**config.mk**
```make
export PLATFORM = sky130hd
export DESIGN_NAME = systolic_result_collector
export DESIGN_NICKNAME = d
export VERILOG_FILES = /design/src/rtl/systolic_result_collector.sv
export SDC_FILE = /design/constraint.sdc
export NUM_CORES = 1
export LEC_CHECK = 0
export ABC_CLOCK_PERIOD_IN_PS = 2550
export CAP_MARGIN = 40
export CELL_PAD_IN_SITES_DETAIL_PLACEMENT = 1
export CELL_PAD_IN_SITES_GLOBAL_PLACEMENT = 2
export CORE_ASPECT_RATIO = 1.2
export CORE_UTILIZATION = 44
export DETAILED_ROUTE_END_ITERATION = 10
export GPL_TIMING_DRIVEN = 0
export PLACE_DENSITY = 0.79
export SYNTH_ARGS = -nofsm -noshare
export SYNTH_HDL_FRONTEND = slang
export SYNTH_SLANG_ARGS = --single-unit
```
**constraint.sdc**
```tcl
create_clock -name clk -period 2.55 [get_ports clk]
set_clock_uncertainty 0.15 [all_clocks]
set_input_delay 0.51 -clock clk [delete_from_list [all_inputs] [get_ports clk]]
set_output_delay 0.51 -clock clk [all_outputs]
set_load 0.03 [all_outputs]
```
**src/rtl/systolic_result_collector.sv**
```systemverilog
// Deskews diagonal systolic-array column results into aligned rows and buffers
// them in a first-word fall-through FIFO. Rows that arrive while the FIFO is full are dropped.
module systolic_result_collector #(
  parameter int DATA_WIDTH = 8,
  parameter int NUM_COLS   = 4,
  parameter int FIFO_DEPTH = 4
) (
  input  logic                           clk,
  input  logic                           rst_n,
  input  logic [NUM_COLS*DATA_WIDTH-1:0] col_result,
  input  logic                           col0_valid,
  input  logic                           clear,
  output logic [NUM_COLS*DATA_WIDTH-1:0] out_data,
  output logic                           out_valid,
  input  logic                           out_ready,
  output logic [$clog2(FIFO_DEPTH+1)-1:0] count,
  output logic                           overflow
);

  localparam int ROW_W = NUM_COLS * DATA_WIDTH;
  localparam int AW    = $clog2(FIFO_DEPTH);
  localparam int CW    = $clog2(FIFO_DEPTH + 1);

  logic [ROW_W-1:0] aligned_row;
  logic             row_valid;

  // Column j is delayed NUM_COLS-1-j cycles so every element of a row lines up with the last column.
  for (genvar j = 0; j < NUM_COLS; j++) begin : g_col
    localparam int D = NUM_COLS - 1 - j;
    if (D == 0) begin : g_pass
      assign aligned_row[j*DATA_WIDTH +: DATA_WIDTH] = col_result[j*DATA_WIDTH +: DATA_WIDTH];
    end else begin : g_dly
      logic [DATA_WIDTH-1:0] dly [D];
      always_ff @(posedge clk or negedge rst_n) begin
        if (!rst_n) begin
          for (int k = 0; k < D; k++) dly[k] <= '0;
        end else begin
          dly[0] <= col_result[j*DATA_WIDTH +: DATA_WIDTH];
          for (int k = 1; k < D; k++) dly[k] <= dly[k-1];
        end
      end
      assign aligned_row[j*DATA_WIDTH +: DATA_WIDTH] = dly[D-1];
    end
  end

  if (NUM_COLS > 1) begin : g_vpipe
    logic [NUM_COLS-2:0] vpipe;
    always_ff @(posedge clk or negedge rst_n) begin
      if (!rst_n) begin
        vpipe <= '0;
      end else if (clear) begin
        vpipe <= '0;
      end else begin
        vpipe[0] <= col0_valid;
        for (int k = 1; k < NUM_COLS - 1; k++) vpipe[k] <= vpipe[k-1];
      end
    end
    assign row_valid = vpipe[NUM_COLS-2];
  end else begin : g_novpipe
    assign row_valid = col0_valid;
  end

  // Handshake: a row transfers on every rising edge where out_valid && out_ready;
  // out_valid never depends on out_ready and out_data holds while a row waits.
  logic [ROW_W-1:0] mem [FIFO_DEPTH];
  logic [ROW_W-1:0] last_q;
  logic [AW-1:0]    wr_ptr, rd_ptr;
  logic             full, do_pop, do_push, drop;

  assign full      = (count == CW'(FIFO_DEPTH));
  assign out_valid = (count != '0);
  assign do_pop    = out_valid && out_ready;
  assign do_push   = row_valid && (!full || do_pop);
  assign drop      = row_valid && full && !do_pop;
  assign out_data  = out_valid ? mem[rd_ptr] : last_q;

  always_ff @(posedge clk or negedge rst_n) begin
    if (!rst_n) begin
      wr_ptr   <= '0;
      rd_ptr   <= '0;
      count    <= '0;
      overflow <= 1'b0;
      last_q   <= '0;
      for (int k = 0; k < FIFO_DEPTH; k++) mem[k] <= '0;
    end else if (clear) begin
      wr_ptr   <= '0;
      rd_ptr   <= '0;
      count    <= '0;
      overflow <= 1'b0;
    end else begin
      if (do_push) begin
        mem[wr_ptr] <= aligned_row;
        wr_ptr      <= wr_ptr + AW'(1);
      end
      if (do_pop) begin
        last_q <= mem[rd_ptr];
        rd_ptr <= rd_ptr + AW'(1);
      end
      if (do_push && !do_pop)      count <= count + CW'(1);
      else if (do_pop && !do_push) count <= count - CW'(1);
      if (drop) overflow <= 1'b1;
    end
  end

endmodule

```
==> results of run 1 <==
## cells by family (layout without fill, tap and decap cells)
group | Yosys count | after routing | synth area share [%]
flip-flops | 219 | 219 | 57.0
XOR/XNOR | 4 | 4 | 0.364
buffers and inverters | 41 | 167 | 3.94
AO/OA/AOI/OAI | 16 | 16 | 1.08
adder cells (fa/ha/maj) | 5 | 5 | 0.728
AND/OR/NAND/NOR | 26 | 26 | 2.26
multiplexers | 224 | 224 | 34.7
## path summary, 6_finish.rpt
| check | to | start | slack (ps) | depth (start not counted) |
|---|---|---|---|---|
| max | out_data[22] | count[0]$_DFFE_PN0P_ | -300 | 5 |
| min | g_col[0].g_dly.dly[12]$_DFF_PN0_ | g_col[0].g_dly.dly[20]$_DFF_PN0_ | 200 | 0 |
| max reg2reg | count[1]$_DFFE_PN0P_ | count[1]$_DFFE_PN0P_ | 80 | 7 |
| min reg2reg | g_col[0].g_dly.dly[12]$_DFF_PN0_ | g_col[0].g_dly.dly[20]$_DFF_PN0_ | 200 | 0 |
| max in group asynchronous | g_vpipe.vpipe[0]$_DFF_PN0_ | rst_n | 770 | 3 |
| min in group asynchronous | last_q[27]$_DFFE_PN0P_ | rst_n | 420 | 2 |
## routing by layer
layer	global-route usage, %	share of wire (%)
met5	0	0
met4	5.54	1.7
met3	2.59	3.0
met2	34.2	53
met1	25.3	42
## layout by cell type (no fill, tap or decap), types with 5 or more instances in the layout
master	count
mux2_2	61
nor2_1	6
buf_6	37
inv_1	6
clkbuf_1	6
a21oi_1	5
dfrtp_1	217
clkbuf_16	26
buf_12	18
clkbuf_8	7
buf_4	8
bufinv_16	5
mux2_4	131
clkdlybuf4s50_1	39
mux4_2	32
## flip-flops by register name, indices dropped and copies added, names as in the netlist
name,flops
last_q,32
aligned_row,16
g_vpipe.vpipe,3
overflow,1
rd_ptr,2
wr_ptr,2
count,3
g_col.g_dly.dly,32
mem,128
## final cells by class
| cell class | count | share of cell area (%) |
|---|---|---|
| inverter | 6 | 0.188 |
| sequential | 219 | 45.9 |
| tap | 270 | 2.83 |
| clock inverter | 11 | 1.56 |
| multi-input combinational | 275 | 31.9 |
| clock buffer | 31 | 5.48 |
| buffer | 31 | 3.97 |
| timing repair buffer | 88 | 8.21 |
## critical path: stages, from the launching register on
cell	delay [ps]
dfrtp_1	380
buf_6	120
or3_4	510
clkbuf_16	220
mux2_4	300
buf_6	140
## per-stage QoR
stage | power (mW) | area [um2] | cells | setup TNS [ps] | setup slack (ps)
after detailed placement | 6.39 | 10700 | 879 | -27560 | -667
after floorplan | 5.53 | 9620 | 535 | 0 | 19.1
after global placement | 6.29 | 10700 | 878 | -1751940 | -8680
after CTS | 10.4 | 11800 | 923 | -9140 | -323
after global routing | 10.7 | 12000 | 931 | -10220 | -349
final | 10.3 | 12000 | 931 | -8390 | -295
## what timing repair did
item,in CTS,in global routing
resized for setup,273,15
hold endpoints to repair,98,0
gates cloned,2,2
hold buffers,1,0
pin swaps,1,2
setup buffers,3,6
setup endpoints to repair,35,35
## power by group
group / internal, mW / switching (mW)
Sequential: 3.86 / 0.231
Combinational: 1.39 / 1.16
Clock: 2.31 / 1.37
==> run_results.csv, run 1 <==
group,metric,value,unit
hold_path,hold_path_class,"reg2reg",
clock_network,cts_tree,"yes",
synthesis,synth_cells,535,
flow_run,cap_violations,0,
timing,hold_viol,0,
place,hpwl,12400,um
cells_and_area,multi_input_area,3820,um2
synthesis,synth_largest_area_cell,"dfrtp_1",
timing,finalCritPeriodShare,112,%
timing,fmax,351,MHz
timing,fin_crit,2850,ps
die,initial_core_util,45.4,%
setup_path,path_max_fanout,8,
synthesis,ys.flop_type,"dfrtp_1",
setup_path,worstSetupPathType,"reg2out",
timing,tightest_slew,772,ps
synthesis,synthDominantCellAreaShare,57.0,%
detailed_routing,totalWireLength,20600,um
detailed_routing,drc,0,
die,fp.dieArea,22500,um2
synthesis,yosysWarnings,0,
detailed_routing,firstDrtPassIters,4,
cells_and_area,final_util,56.4,%
outcome,run_status,"finished with violations",
setup_path,worstSetupStartpointType,"register",
die,ios,74,
synthesis,synth_edf_count,0,
timing,final-setup-viol-count,32,
clock_network,path_clk_slew,60,ps
global_routing,grt_pass1_wl,33200,um
place,routabilityCongestion,0.697,
timing,setup_ws,-295,ps
cells_and_area,layout-drive-gt1-share,53.0,%
detailed_routing,viasPerCell,5.25,
setup_path,cp-end-kind,"output port",
synthesis,netlist_area,9620,um2
clock_network,clk_path_buf_depth,3,
die,die_w,137,um
die,num_rows,58,
global_routing,grt_pass1_vias,5759,
synthesis,synth-async-reset-ratio,100,%
synthesis,ys_seq_elements,219,
cells_and_area,seqCellArea,5480,um2
place,io_buffers,73,
synthesis,synth_nets,577,
global_routing,overflow,0,
die,core_region_area,21200,um2
cells_and_area,areaGrowthSynthToFinish,24.3,%
pwr,power_density,863,nW/um2
timing,fin_hold_ws,199,ps
synthesis,postSynthAreaPerCell,18.0,um2
clock_network,clock_latency,510,ps
timing,slew_headroom,48.6,%
synthesis,ys_types,34,
die,dieHeight,164,um
setup_path,cp.arrival,2190,ps
clock_network,root_buffer,"clkbuf_16",
detailed_routing,wl_per_cell,22.1,um
synthesis,synth_most_common_cell,"dfrtp_1",
global_routing,grt_max_degree,122,
cells_and_area,antenna_cells,0,
synthesis,synth_area_leaders,"dfrtp_1 (57%), mux2_4 (19%), mux2_2 (8.4%), mux4_2 (7.5%), buf_12 (2.5%)",
global_routing,antenna_found_initial,0,
clock_network,htree_levels,1,
synthesis,synthTopCellsByCount,"dfrtp_1 (219), mux2_4 (120), mux2_2 (72), mux4_2 (32)",
detailed_routing,vias,4886,
cells_and_area,num-fill-cells,1933,
synthesis,yosysSeqAreaShare,57.0,%
setup_path,required,1890,ps
timing,slew_viol_final,0,
clock_network,cts_buffers,23,
pwr,ir_worst_vdd,0.669,mV
pwr,cellLeakagePower,5.81,nW
detailed_routing,drt_iter0_drc,179,
timing,rsz0062_at_grt,"yes",
outcome,violations,"negative setup slack",
clock_network,clock-sinks,219,
detailed_routing,drtAntennaViolNets,0,
global_routing,track_usage,19.6,%
cells_and_area,nets,686,
Power figures use the tool's default switching activity.
==> run 2: changes to the inputs <==
--- a/config.mk
+++ b/config.mk
@@ -5,12 +5,14 @@
 export SDC_FILE = /design/constraint.sdc
 export NUM_CORES = 1
 export LEC_CHECK = 0
+export ABC_AREA = 1
 export ABC_CLOCK_PERIOD_IN_PS = 2550
 export CAP_MARGIN = 40
 export CELL_PAD_IN_SITES_DETAIL_PLACEMENT = 1
 export CELL_PAD_IN_SITES_GLOBAL_PLACEMENT = 2
 export CORE_ASPECT_RATIO = 1.2
-export CORE_UTILIZATION = 44
+export CORE_MARGIN = 4
+export CORE_UTILIZATION = 37
 export DETAILED_ROUTE_END_ITERATION = 10
 export GPL_TIMING_DRIVEN = 0
 export PLACE_DENSITY = 0.79
==> run 2 against run 1 <==
Compared with the run above: the run still ends with negative setup slack left; first-iteration DRC count is 110% higher; cell area is 1.1% lower; register-to-register slack better by 570 ps; hold slack worse by 4.1 ps; maximum frequency hardly changed; combinational power is 130% higher; non-clock buffer count is 38 higher; core utilization is 7.4 points lower; worst setup slack better by 2.6 ps; power is 31% higher; synthesized area is 5.1% lower; largest cell class unchanged; largest power group is now combinational cells.
==> run_results.csv, run 2 <==
group,metric,value,unit
synthesis,ys_types,23,
timing,fin_hold_ws,195,ps
detailed_routing,drt_iter0_drc,379,
die,num_rows,62,
global_routing,antenna_found_initial,0,
synthesis,yosysSeqAreaShare,60.0,%
pwr,ir_worst_vdd,0.987,mV
clock_network,clock-sinks,219,
cells_and_area,regMostFlops,"mem",
setup_path,required,1890,ps
clock_network,cts_tree,"yes",
synthesis,postSynthAreaPerCell,9.61,um2
die,fp.dieArea,27300,um2
cells_and_area,antenna_cells,0,
setup_path,cp-end-kind,"output port",
setup_path,worstSetupPathType,"reg2out",
cells_and_area,largest_reg_flops,128,
synthesis,synth_nets,992,
clock_network,path_clk_slew,60,ps
timing,rsz0062_at_grt,"yes",
timing,fmax,352,MHz
cells_and_area,final_util,49.0,%
timing,finalCritPeriodShare,111,%
detailed_routing,totalWireLength,26700,um
global_routing,overflow,0,
setup_path,cp.arrival,2180,ps
timing,final-setup-viol-count,32,
place,routabilityCongestion,0.764,
synthesis,yosys.area_share.xor_xnor,0,%
synthesis,synth_most_common_cell,"dfrtp_1",
die,dieHeight,180,um
cells_and_area,layout-drive-gt1-share,23.6,%
timing,slew_headroom,54.3,%
global_routing,track_usage,19.9,%
synthesis,ys_seq_elements,219,
setup_path,cp-startpoint,"rd_ptr[0]$_DFFE_PN0P_",
global_routing,grt_max_degree,101,
detailed_routing,drc,0,
synthesis,synth_cells,950,
synthesis,synth_top_family_by_area,"compound AO/OA/AOI/OAI gates",
die,ios,74,
cells_and_area,final_cells,1412,
cells_and_area,final_cell_mix,"dfrtp_1 (217), nand2_1 (206), o21ai_1 (162), inv_1 (79), o21ai_0 (56)",
timing,slew_viol_final,0,
cells_and_area,areaGrowthSynthToFinish,29.6,%
die,initial_core_util,37.8,%
timing,tightest_slew,685,ps
global_routing,grt_pass1_wl,43100,um
detailed_routing,dr_wl_met2,13600,um
synthesis,synth_largest_area_cell,"dfrtp_1",
synthesis,synth_area_leaders,"dfrtp_1 (60%), nand2_1 (8.5%), o21ai_0 (6.6%), o21ai_1 (6.1%), inv_1 (3.3%)",
die,core_region_area,24100,um2
synthesis,synthSimpleGateAreaFrac,13.1,%
detailed_routing,drt-met1-wl,11900,um
place,io_buffers,72,
detailed_routing,drtAntennaViolNets,0,
synthesis,synthTopCellsByCount,"dfrtp_1 (219), nand2_1 (207), o21ai_0 (120), o21ai_1 (111), inv_1 (80)",
setup_path,r2r_end,"count[2]$_DFFE_PN0P_",
detailed_routing,wl_met3,952,um
detailed_routing,viasPerCell,5.05,
pwr,power_density,1150,nW/um2
synthesis,synth.mux.area_fraction,0,%
setup_path,r2r_start,"count[0]$_DFFE_PN0P_",
setup_path,worstSetupStartpointType,"register",
detailed_routing,dr.max_layer_used,"met4",
setup_path,reg2reg_depth,10,
synthesis,netlist_area,9130,um2
synthesis,ys.flop_type,"dfrtp_1",
outcome,run_status,"finished with violations",
clock_network,htree_levels,1,
hold_path,hold_path_class,"reg2reg",
pwr,cellLeakagePower,5.61,nW
timing,hold_viol,0,
synthesis,synthAdderAreaFrac,0.768,%
cells_and_area,nets,1118,
setup_path,path_max_fanout,6,
cells_and_area,layout_commonest_cell,"dfrtp_1",
synthesis,synth_edf_count,0,
timing,setup_tns,-5870,ps
outcome,violations,"negative setup slack",
detailed_routing,wl_per_cell,18.9,um
detailed_routing,firstDrtPassIters,5,
setup_path,r2r_setup_slack,650,ps
timing,fin_crit,2840,ps
clock_network,clock_latency,510,ps
die,die_w,151,um
place,hpwl,16400,um
clock_network,root_buffer,"clkbuf_16",
synthesis,synth-async-reset-ratio,100,%
cells_and_area,top_regs,"mem (128), g_col.g_dly.dly (32), last_q (32)",
pwr,power,13.6,mW
place,placed_cells,1344,
synthesis,synthDominantCellAreaShare,60.0,%
timing,setup_ws,-293,ps
flow_run,cap_violations,0,
synthesis,yosysWarnings,0,
global_routing,grt_pass1_vias,7920,
detailed_routing,vias,7135,
setup_path,endpoint,"out_data[3]",
synthesis,synth-compound-area-share,17.9,%
clock_network,cts_buffers,25,
clock_network,clk_path_buf_depth,3,
run 2: cell types whose count changed in the layout (fill, tap and decap cells not counted), sizes merged, moves of 32 or more:
cell   delta
o21ai   +257
inv      +75
buf      +32
mux2    -192
nor2     +64
nand2   +212
o22ai    +33
mux4     -32
run 2: through the flow:
step	worst slack [ps]	instance area [um2]
after floorplan	-4.24	9130
after global placement	-8900	10200
after detailed placement	-704	10300
after CTS	-245	11600
after global routing	-366	11800
final	-293	11800
run 2: final cells by class:
cell class | instances | area, um2
Fill cell | 2703 | 12300
Sequential cell | 219 | 5480
Multi-Input combinational cell | 592 | 3210
Timing Repair Buffer | 100 | 1010
Clock buffer | 35 | 723
Buffer | 57 | 622
Tap cell | 320 | 400
Inverter | 81 | 307
Clock inverter | 8 | 68.8
run 2: power by group:
part	switching [mW]	leakage, nW	internal (mW)
Combinational	3.55	2.35	2.31
Sequential	0.223	2.86	3.98
Clock	1.42	0.398	2.07
run 2: timing repair:
item                                    4_1_cts  5_1_grt
endpoints found under the setup margin       33       32
cloned                                        2        1
pin swaps                                    35       27
endpoints found under the hold margin        44        0
setup buffers                                18        4
resized for setup                           373       60
hold buffers                                  1        0
run 2: cells by family after synthesis:
family,after synthesis
adder cells (fa/ha/maj),5
buffers and inverters,139
AO/OA/AOI/OAI,297
AND/OR/NAND/NOR,290
flip-flops,219
run 2: metal layers:
layer	up-vias	global-route usage (%)
met2	130	34.8
met4	0	3.99
met1	3616	26.6
li1	3363	-
met5	-	0
met3	26	2.42
run 2: worst min-delay path by stage:
stage / start / to / cells past startpoint
finish: g_col[0].g_dly.dly[12]$_DFF_PN0_ / aligned_row[4]$_DFF_PN0_ / 0
global route: g_col[1].g_dly.dly[15]$_DFF_PN0_ / aligned_row[15]$_DFF_PN0_ / 0
global placement: g_col[0].g_dly.dly[16]$_DFF_PN0_ / g_col[0].g_dly.dly[8]$_DFF_PN0_ / 0
detailed placement: g_col[1].g_dly.dly[10]$_DFF_PN0_ / aligned_row[10]$_DFF_PN0_ / 0
floorplan: rst_n / aligned_row[0]$_DFF_PN0_ / 0
CTS: clear / g_vpipe.vpipe[2]$_DFF_PN0_ / 2
run 2: critical path, cell delays in order, from the launching register on:
cell	delay, ps
dfrtp_2	430
buf_6	130
inv_4	60
buf_12	100
buf_12	140
buf_12	140
nor2_2	40
o22ai_2	240
nand2_1	100
o21ai_1	90
buf_4	190
==> RTL change: new RTL, flow settings as in run 1 <==
Change the parameter `NUM_COLS` from 4 to 2.
--- a/src/rtl/systolic_result_collector.sv
+++ b/src/rtl/systolic_result_collector.sv
@@ -4,3 +4,3 @@
   parameter int DATA_WIDTH = 8,
-  parameter int NUM_COLS   = 4,
+  parameter int NUM_COLS   = 2,
   parameter int FIFO_DEPTH = 4
Ports: changed (resized col_result and out_data); port bits go from 74 to 42. No check against the original RTL was run, so the function may have changed too.
==> RTL change against run 1 <==
The flow still finishes with violations (setup timing). Non-clock buffer count down 44. Maximum frequency is 9.3% higher. Routed wire length down 52%. Power is 43% lower. Setup slack improved by 0.24 ns. Synthesized area decreased by 52%. Sequential cell count is 122 lower. Cell area decreased by 51%. Critical path type unchanged.
==> RTL change: results <==
{
  "status": "finished, violations left",
  "violations": "setup timing",
  "final.setup.worst_slack_ns": -0.05350,
  "arrival_ns": 1.94,
  "postCtsSetupBuffers": 13,
  "synthTopCellsByCount": "dfrtp_1 (97), mux2_2 (56), mux2_4 (40), mux4_2 (16), buf_2 (7)",
  "dp.cells": 451,
  "grt_max_degree": 65,
  "pre_cts_slack_ns": -0.8122,
  "clk_latency_ns": 0.35,
  "drive_above_1_share": 0.5324,
  "final_cells": 481,
  "grt_pass1_vias": 2930,
  "power.internal_uw": 4059,
  "layout.nets": 376,
  "vias_per_cell": 5.410,
  "fin_area_mm2": 0.005844,
  "whs_ns": 0.3452,
  "yosysUniqueCellTypes": 35,
  "placed_area_mm2": 0.005213,
  "grt_usage": 0.2014,
  "clk-power_uw": 1490,
  "post_cts_resized": 134,
  "max_stage_delay_ns": 0.45,
  "p_leak_uw": 0.002773,
  "first_iter_violations": 46,
  "reg_top3": "mem x64, last_q x16, g_col.g_dly.dly x8",
  "htree_levels": 3,
  "wirelength_um": 9791,
  "endpoint": "out_data[14]",
  "synth_area_leaders": "dfrtp_1 (53%), mux2_2 (14%), mux2_4 (13%)",
  "synth_seq_area_share": 0.5259,
  "worstHoldEndpoint": "overflow",
  "port_buffers": 41,
  "setup_viol": 16,
  "grt_pass1_wl_um": 15990,
  "worstMarginPinSlew_ns": 0.5907,
  "reg2reg_to": "count[2]",
  "gp_congestion": 0.7339,
  "clk_path_buf_depth": 2,
  "worst-path-max-fanout": 6
}
[RTL change: layout make-up]
class | count | area [um2]
Sequential cell | 97 | 2431
Tap cell | 126 | 157.7
Inverter | 6 | 22.52
Multi-Input combinational cell | 161 | 2082
Timing Repair Buffer | 60 | 636.9
Clock buffer | 9 | 225.2
Fill cell | 968 | 4265
Buffer | 15 | 186.4
Clock inverter | 7 | 102.6
[RTL change: kinds of logic after synthesis]
family / Yosys count / synth area share
compound gates: 16 / 0.02250
buf+inv: 25 / 0.03958
simple gates: 24 / 0.04446
xor+xnor: 4 / 0.007592
fa+ha+maj: 5 / 0.01518
flops: 97 / 0.5259
mux: 112 / 0.3448
[RTL change: layer usage]
layer / share of wire / track usage
met5: 0 / 0
met2: 0.51 / 0.3257
met1: 0.45 / 0.2676
met3: 0.027 / 0.04449
met4: 0.014 / 0.06766
